--- config.mk ---
export PLATFORM = sky130hd
export DESIGN_NAME = waterfall_fb_arbiter_flat
export DESIGN_NICKNAME = d
export VERILOG_FILES = /design/src/rtl/waterfall_fb_arbiter_if.sv /design/src/rtl/waterfall_fb_arbiter.sv /design/src/flat_wrapper.sv
export SDC_FILE = /design/constraint.sdc
export NUM_CORES = 1
export LEC_CHECK = 0
export CORE_UTILIZATION = 60
export DETAILED_ROUTE_END_ITERATION = 10
export GPL_ROUTABILITY_DRIVEN = 0
export GPL_TIMING_DRIVEN = 0
export PLACE_DENSITY = 0.93
export SLEW_MARGIN = 20
export SYNTH_ARGS = -nofsm -noshare
export SYNTH_HDL_FRONTEND = slang
export SYNTH_SLANG_ARGS = --single-unit
export TNS_END_PERCENT = 1
--- constraint.sdc ---
create_clock -name clk -period 7.6 [get_ports clk]
set_input_delay 1.9 -clock clk [delete_from_list [all_inputs] [get_ports clk]]
set_output_delay 1.9 -clock clk [all_outputs]
set_load 0.01 [all_outputs]
--- src/rtl/waterfall_fb_arbiter_if.sv ---
// Bundle of the pixel-read, line-write and frame-buffer RAM signals around the
// waterfall arbiter; slave is the arbiter side, master is its surroundings.
interface waterfall_fb_arbiter_if #(
  parameter int DATA_W = 8,
  parameter int ADDR_W = 17
);
  logic              rd_req;
  logic [8:0]        rd_x;
  logic [7:0]        rd_y;
  logic              rd_valid;
  logic [DATA_W-1:0] rd_data;
  logic              wr_valid;
  logic [DATA_W-1:0] wr_data;
  logic              wr_ready;
  logic              wr_line_done;
  logic              frame_start;
  logic [ADDR_W-1:0] mem_addr;
  logic              mem_we;
  logic [DATA_W-1:0] mem_wdata;
  logic [DATA_W-1:0] mem_rdata;

  modport slave (
    input  rd_req, rd_x, rd_y, wr_valid, wr_data, frame_start, mem_rdata,
    output rd_valid, rd_data, wr_ready, wr_line_done, mem_addr, mem_we, mem_wdata
  );

  modport master (
    output rd_req, rd_x, rd_y, wr_valid, wr_data, frame_start, mem_rdata,
    input  rd_valid, rd_data, wr_ready, wr_line_done, mem_addr, mem_we, mem_wdata
  );
endinterface

--- src/rtl/waterfall_fb_arbiter.sv ---
// Frame-buffer RAM arbiter: scan-out reads own the port, waterfall line writes
// drain from a small FIFO in idle slots; a circular row pointer scrolls the image.
module waterfall_fb_arbiter #(
  parameter int H_VISIBLE  = 320,
  parameter int V_VISIBLE  = 240,
  parameter int DATA_W     = 8,
  parameter int ADDR_W     = 17,
  parameter int FIFO_DEPTH = 4
) (
  input logic                   clk,
  input logic                   resetn,
  waterfall_fb_arbiter_if.slave bus
);
  localparam int ROW_W = $clog2(V_VISIBLE);
  localparam int COL_W = $clog2(H_VISIBLE);
  localparam int PTR_W = $clog2(FIFO_DEPTH);
  localparam int CNT_W = PTR_W + 1;

  typedef struct packed {
    logic [ADDR_W-1:0] addr;
    logic [DATA_W-1:0] data;
    logic [ROW_W-1:0]  row;
    logic              last;
  } wr_entry_t;

  function automatic logic [ADDR_W-1:0] row_base(input logic [ROW_W-1:0] r);
    if (H_VISIBLE == 320) return (ADDR_W'(r) << 8) + (ADDR_W'(r) << 6);
    else                  return ADDR_W'(r) * ADDR_W'(H_VISIBLE);
  endfunction

  wr_entry_t         r_fifo [FIFO_DEPTH];
  logic [PTR_W-1:0]  r_wr_ptr, r_rd_ptr;
  logic [CNT_W-1:0]  r_count;
  logic [COL_W-1:0]  r_wr_col;
  logic [ROW_W-1:0]  r_wr_row, r_done_row, r_disp_row;
  logic              r_s1_req, r_s1_hit, r_s2_req, r_s2_hit;
  logic              r_rd_valid, r_mem_we, r_line_done;
  logic [DATA_W-1:0] r_rd_data, r_mem_wdata;
  logic [ADDR_W-1:0] r_mem_addr;

  logic              w_in_range, w_rd_hit, w_full, w_push, w_pop, w_wr_last;
  logic [ROW_W-1:0]  w_y, w_phys_row;
  logic [ADDR_W-1:0] w_rd_addr;
  wr_entry_t         w_head, w_entry;

  always_comb begin
    w_in_range = (int'(bus.rd_x) < H_VISIBLE) && (int'(bus.rd_y) < V_VISIBLE);
    w_rd_hit   = bus.rd_req && w_in_range;
    w_y        = ROW_W'(bus.rd_y);
    // Newest line sits at disp_row; older lines are found by stepping back with wrap.
    w_phys_row = (w_y > r_disp_row) ? ROW_W'(r_disp_row + ROW_W'(V_VISIBLE) - w_y)
                                    : ROW_W'(r_disp_row - w_y);
    w_rd_addr  = row_base(w_phys_row) + ADDR_W'(bus.rd_x);
    w_full     = (r_count == CNT_W'(FIFO_DEPTH));
    w_push     = bus.wr_valid && !w_full;
    w_pop      = !w_rd_hit && (r_count != '0);
    w_head     = r_fifo[r_rd_ptr];
    w_wr_last  = (r_wr_col == COL_W'(H_VISIBLE - 1));
    w_entry.addr = row_base(r_wr_row) + ADDR_W'(r_wr_col);
    w_entry.data = bus.wr_data;
    w_entry.row  = r_wr_row;
    w_entry.last = w_wr_last;
  end

  always_ff @(posedge clk) begin
    if (w_push) r_fifo[r_wr_ptr] <= w_entry;
  end

  always_ff @(posedge clk or negedge resetn) begin
    if (!resetn) begin
      r_wr_ptr    <= '0;
      r_rd_ptr    <= '0;
      r_count     <= '0;
      r_wr_col    <= '0;
      r_wr_row    <= '0;
      r_done_row  <= ROW_W'(V_VISIBLE - 1);
      r_disp_row  <= ROW_W'(V_VISIBLE - 1);
      r_s1_req    <= 1'b0;
      r_s1_hit    <= 1'b0;
      r_s2_req    <= 1'b0;
      r_s2_hit    <= 1'b0;
      r_rd_valid  <= 1'b0;
      r_rd_data   <= '0;
      r_mem_we    <= 1'b0;
      r_mem_addr  <= '0;
      r_mem_wdata <= '0;
      r_line_done <= 1'b0;
    end else begin
      r_s1_req    <= bus.rd_req;
      r_s1_hit    <= w_rd_hit;
      r_s2_req    <= r_s1_req;
      r_s2_hit    <= r_s1_hit;
      r_rd_valid  <= r_s2_req;
      r_rd_data   <= r_s2_hit ? bus.mem_rdata : '0;
      r_mem_we    <= 1'b0;
      r_line_done <= 1'b0;

      if (w_rd_hit) begin
        r_mem_addr <= w_rd_addr;
      end else if (w_pop) begin
        r_mem_addr  <= w_head.addr;
        r_mem_wdata <= w_head.data;
        r_mem_we    <= 1'b1;
        r_line_done <= w_head.last;
        if (w_head.last) r_done_row <= w_head.row;
      end

      // Old done_row is taken on a coincident commit, so a frame never tears.
      if (bus.frame_start) r_disp_row <= r_done_row;

      if (w_push) begin
        r_wr_ptr <= r_wr_ptr + PTR_W'(1);
        if (w_wr_last) begin
          r_wr_col <= '0;
          r_wr_row <= (r_wr_row == ROW_W'(V_VISIBLE - 1)) ? '0 : r_wr_row + ROW_W'(1);
        end else begin
          r_wr_col <= r_wr_col + COL_W'(1);
        end
      end
      if (w_pop) r_rd_ptr <= r_rd_ptr + PTR_W'(1);

      case ({w_push, w_pop})
        2'b10:   r_count <= r_count + CNT_W'(1);
        2'b01:   r_count <= r_count - CNT_W'(1);
        default: r_count <= r_count;
      endcase
    end
  end

  assign bus.wr_ready     = !w_full;
  assign bus.rd_valid     = r_rd_valid;
  assign bus.rd_data      = r_rd_data;
  assign bus.mem_addr     = r_mem_addr;
  assign bus.mem_we       = r_mem_we;
  assign bus.mem_wdata    = r_mem_wdata;
  assign bus.wr_line_done = r_line_done;
endmodule

--- src/flat_wrapper.sv ---
// flat-port wrapper written by rule: the top's interface ports become plain ports
module waterfall_fb_arbiter_flat 
#(
  parameter int H_VISIBLE  = 320,
  parameter int V_VISIBLE  = 240,
  parameter int DATA_W     = 8,
  parameter int ADDR_W     = 17,
  parameter int FIFO_DEPTH = 4
)
  (clk, resetn, bus_rd_req, bus_rd_x, bus_rd_y, bus_wr_valid, bus_wr_data, bus_frame_start, bus_mem_rdata, bus_rd_valid, bus_rd_data, bus_wr_ready, bus_wr_line_done, bus_mem_addr, bus_mem_we, bus_mem_wdata);
  waterfall_fb_arbiter_if #(.DATA_W(DATA_W), .ADDR_W(ADDR_W)) bus_i ();
  input logic clk;
  input logic resetn;
  input wire logic [$bits(bus_i.rd_req)-1:0] bus_rd_req;
  input wire logic [$bits(bus_i.rd_x)-1:0] bus_rd_x;
  input wire logic [$bits(bus_i.rd_y)-1:0] bus_rd_y;
  input wire logic [$bits(bus_i.wr_valid)-1:0] bus_wr_valid;
  input wire logic [$bits(bus_i.wr_data)-1:0] bus_wr_data;
  input wire logic [$bits(bus_i.frame_start)-1:0] bus_frame_start;
  input wire logic [$bits(bus_i.mem_rdata)-1:0] bus_mem_rdata;
  output wire logic [$bits(bus_i.rd_valid)-1:0] bus_rd_valid;
  output wire logic [$bits(bus_i.rd_data)-1:0] bus_rd_data;
  output wire logic [$bits(bus_i.wr_ready)-1:0] bus_wr_ready;
  output wire logic [$bits(bus_i.wr_line_done)-1:0] bus_wr_line_done;
  output wire logic [$bits(bus_i.mem_addr)-1:0] bus_mem_addr;
  output wire logic [$bits(bus_i.mem_we)-1:0] bus_mem_we;
  output wire logic [$bits(bus_i.mem_wdata)-1:0] bus_mem_wdata;
  assign bus_i.rd_req = bus_rd_req;
  assign bus_i.rd_x = bus_rd_x;
  assign bus_i.rd_y = bus_rd_y;
  assign bus_i.wr_valid = bus_wr_valid;
  assign bus_i.wr_data = bus_wr_data;
  assign bus_i.frame_start = bus_frame_start;
  assign bus_i.mem_rdata = bus_mem_rdata;
  assign bus_rd_valid = bus_i.rd_valid;
  assign bus_rd_data = bus_i.rd_data;
  assign bus_wr_ready = bus_i.wr_ready;
  assign bus_wr_line_done = bus_i.wr_line_done;
  assign bus_mem_addr = bus_i.mem_addr;
  assign bus_mem_we = bus_i.mem_we;
  assign bus_mem_wdata = bus_i.mem_wdata;
  waterfall_fb_arbiter #(.H_VISIBLE(H_VISIBLE), .V_VISIBLE(V_VISIBLE), .DATA_W(DATA_W), .ADDR_W(ADDR_W), .FIFO_DEPTH(FIFO_DEPTH)) u_core (.clk(clk), .resetn(resetn), .bus(bus_i));
endmodule
==> impl_metrics.yaml <==
floorplanning:
  die_y_um: 130
  dieArea_mm2: 0.0170
  die_w_um: 130
  io_pins: 75
  coreArea_mm2: 0.0160
  initial_utilization_pct: 61.8
  rows: 46
setup_path:
  cp_max_fo: 10
  reg2reg_to: "u_core.bus.mem_addr[16]"
  cp.arrival_ns: 6.19
  critPathSlowestCell: "clkdlybuf4s50_1"
  crit_path_end_kind: "flop"
  start_kind: "input port"
  cp_cell_sequence: "clkdlybuf4s50_1 -> ha_1 -> inv_1 -> fa_1 -> a31oi_4 -> a22oi_4 -> a31oi_4 -> nor2_1 -> a21oi_1 -> xor2_1 -> ha_1 -> a21o_1 -> a21oi_1 -> o21a_1 -> o21ai_0 -> a31o_2 -> a31o_1"
  critical_path_required_ns: 7.99
  reg2reg_depth: 17
  crit_path_max_incr_delay_ns: 0.46
  endpoint: "u_core.bus.mem_addr[16]"
  rrSetupSlack_ns: 3.17
  crit_buf_inv: 2
  r2r_start: "u_core.r_disp_row[0]"
  cp.depth: 17
  cp-startpoint: "bus_rd_y[0]"
  cp_top_family: "compound AO/OA/AOI/OAI gates"
  critical_path_class: "input port to flop"
synthesis:
  syn_inst: 646
  synth.distinct_cells: 57
  ys_ff_latch: 216
  synth_fp_nets: 747
  synth_edf_count: 136
  ys_async_sr_fraction_pct: 37.0
  ys_seq_area_share_pct: 61.7
  synth_warnings: 0
  syn_area_mm2: 0.00989
  synth-main-ff-cell: "edfxtp_1"
  avgSynthCellArea_um2: 15.3
power_and_ir_drop:
  p_switching_mw: 1.89
  p_leak_nw: 4.58
  share_comb_of_total_power_pct: 45.1
  intPower_mw: 3.28
  clkPwrFrac_pct: 20.7
  ir_worst_vdd_mv: 0.278
  p_seq_share_pct: 34.1
  swShare_pct: 36.6
  power_density_mw_per_mm2: 441
clocking:
  post-cts-setup-buffers: 0
  clkTransAtPathRegs_ns: 0.06
  cts_max_path_buffers: 3
  cts_resized: 0
  numCtsBuffers: 22
  ctsHoldBuffers: 0
  cts-root-buf: "clkbuf_16"
  htree_levels: 1
  clock_latency_ns: 0.50
  cts.sinks: 216
  tritoncts: "built"
routing:
  via_per_inst: 6.16
  drt-total-wl_mm: 23.2
  drtPass1Iterations: 8
  ant_nets: 0
  vias: 6046
  drt-initial-drc-count: 602
  route.detailed.drc: 0
  routedWlPerCell_um: 23.6
final_layout:
  multi_input_area_mm2: 0.00356
  nets: 850
  ff_latch_area_mm2: 0.00610
  instances_no_fill: 981
  n_fill_cell: 902
  insertedDiodeCount: 0
  drive_above_1_share_pct: 18.6
  area_delta_synth_final_pct: 18.6
grt:
  use_met2_pct: 51.1
  gr-total-overflow: 0
  grt_pass1_vias: 6478
  grt_usage_pct: 28.2
  grt_pass1_wl_mm: 35.1
  grtUsageMet3_pct: 5.13
  grt_max_degree: 44
  antenna_found_initial: 0
  met1_usage_pct: 32.7
  globalRoute.busiestLayer: "met2"
sta:
  period_needed_ns: 5.80
  slew_headroom_pct: 46.7
  rsz0062_at_grt: "no"
  period_share_pct: 76.3
  setup_tns_ns: 0
  setup_viol: 0
  tightest_slew_ns: 0.800
  hold_viol: 0
  drv_slew: 0
  skew_ns: 0.00798
  fmax_ghz: 0.172
outcome:
  status: "finished clean"
run:
  drv_cap: 0
place:
  io_buffers: 74
  dp_hpwl_mm: 15.3
  dp.cells: 941
hold_path:
  hold_class: "flop to flop"
placed cells by master (no fill, tap or decap), types with 3 or more instances in the layout:
master,instances
nor2_1,30
edfxtp_1,136
fa_1,9
xnor2_1,23
buf_2,8
nor3_1,4
and2_1,10
o22ai_1,3
and3_2,4
clkbuf_8,5
dfrtp_1,66
o21ai_0,24
nor2b_1,6
nand4_1,4
ha_1,54
mux4_2,34
o21bai_1,4
a21oi_1,31
nand3_1,6
o21a_1,3
clkbuf_16,23
xor2_1,11
clkdlybuf4s50_1,73
nand2_1,31
dfstp_2,14
nand2b_1,4
mux2_2,25
mux2i_1,16
a21o_1,6
inv_1,38
clkbuf_1,13
buf_12,5
state kept, by name, summed over array words and instances, names as in the netlist:
name,count
u_core.bus.mem_addr,17
u_core.bus.mem_wdata,8
u_core.bus.mem_we,1
u_core.bus.rd_data,8
u_core.bus.rd_valid,1
u_core.bus.wr_line_done,1
u_core.r_count,3
u_core.r_disp_row,8
u_core.r_done_row,8
u_core.r_fifo,136
u_core.r_rd_ptr,2
u_core.r_s1_hit,1
u_core.r_s1_req,1
u_core.r_s2_hit,1
u_core.r_s2_req,1
u_core.r_wr_col,9
u_core.r_wr_ptr,2
u_core.r_wr_row,8
Yosys cell counts, types with 2 or more instances:
cell type	instances	area share, %
nand4_1	4	0.25
o22ai_1	3	0.19
nand2_1	31	1.2
nand3_1	6	0.30
nor3b_1	2	0.15
or2_2	2	0.13
xor2_1	11	0.97
buf_2	8	0.41
a21o_1	6	0.46
fa_1	9	1.8
nand2b_1	4	0.25
inv_1	38	1.4
o21ai_0	24	1.2
nor2_1	30	1.1
mux2_2	25	2.8
a31o_2	2	0.18
clkbuf_1	7	0.27
nor2b_1	6	0.38
nor3_1	4	0.20
o21a_1	3	0.23
ha_1	54	6.8
a31oi_4	2	0.43
and3_1	4	0.25
xnor2_1	23	2.0
mux4_2	34	7.7
a211oi_1	2	0.15
dfstp_2	14	3.7
edfxtp_1	136	41
o21bai_1	4	0.30
dfrtp_1	66	17
and2_1	10	0.63
a21oi_1	31	1.6
a21o_2	2	0.18
mux2i_1	16	1.6
stage by stage:
stage               hold slack (ns)  power, mW  instance area [um^2]  setup slack, ns  utilization [%]
finish                        0.354       5.18                 11700             1.80             73.3
global route                  0.360       5.40                 11700             1.60             73.3
CTS                           0.357       5.14                 11700             1.85             73.3
detailed placement            0.343       3.99                 11000             1.49             68.7
global placement              0.337       3.78                 10900             1.63             68.1
floorplan                     0.331       3.27                  9890             2.38                -
logic make-up (layout without fill, tap and decap cells):
logic type / count (synthesis) / after routing / synth area share [%]
DFF: 216 / 216 / 61.7
and+or+nand+nor: 110 / 110 / 5.67
AOI/OAI and AO/OA: 90 / 90 / 6.04
adders and majority gates: 63 / 63 / 8.66
muxes: 76 / 76 / 12.4
buffers and inverters: 56 / 175 / 2.29
xor gates and xnor gates: 35 / 35 / 3.25
layout make-up:
| class | count | area share [%] |
|---|---|---|
| plain buffers | 17 | 0.662 |
| inverters | 39 | 1.27 |
| well taps | 216 | 2.31 |
| clock inverters | 5 | 0.427 |
| clock buffers | 35 | 5.75 |
| repair buffers | 79 | 7.15 |
| flip-flops and latches | 216 | 52.1 |
| multi-input cells | 374 | 30.4 |
worst min-delay path by stage:
stage	start	endpoint	slack, ns	cells past startpoint
detailed placement	u_core.r_s1_hit	u_core.r_s2_hit	0.34	0
CTS	u_core.r_s1_hit	u_core.r_s2_hit	0.36	0
global placement	u_core.r_s1_hit	u_core.r_s2_hit	0.34	0
floorplan	u_core.r_s2_req	u_core.bus.rd_valid	0.33	0
finish	u_core.r_s1_hit	u_core.r_s2_hit	0.35	0
global route	u_core.r_s1_hit	u_core.r_s2_hit	0.36	0
worst register-to-register path: cells and delay by family (launching register included):
kind	cells	cell delay (ns)
AO/OA/AOI/OAI	10	2.44
XOR/XNOR	1	0.33
adder cells (fa/ha/maj)	3	0.93
buffers and inverters	2	0.18
flip-flops	1	0.36
AND/OR/NAND/NOR	1	0.09
power groups by stage:
stage | clock network [mW] | registers, mW | logic, mW
after global routing | 1.12 | 1.79 | 2.50
final | 1.07 | 1.77 | 2.34
after floorplan | 0 | 1.75 | 1.52
after detailed placement | 0 | 1.77 | 2.22
after CTS | 1.08 | 1.76 | 2.30
after global placement | 0 | 1.75 | 2.03
per-layer routing:
layer	share of wire [%]	routed length [um]
met1	36	8280
met3	7.8	1800
met5	0	0
met4	3.5	810
met2	53	12300
Power figures use the tool's default switching activity.
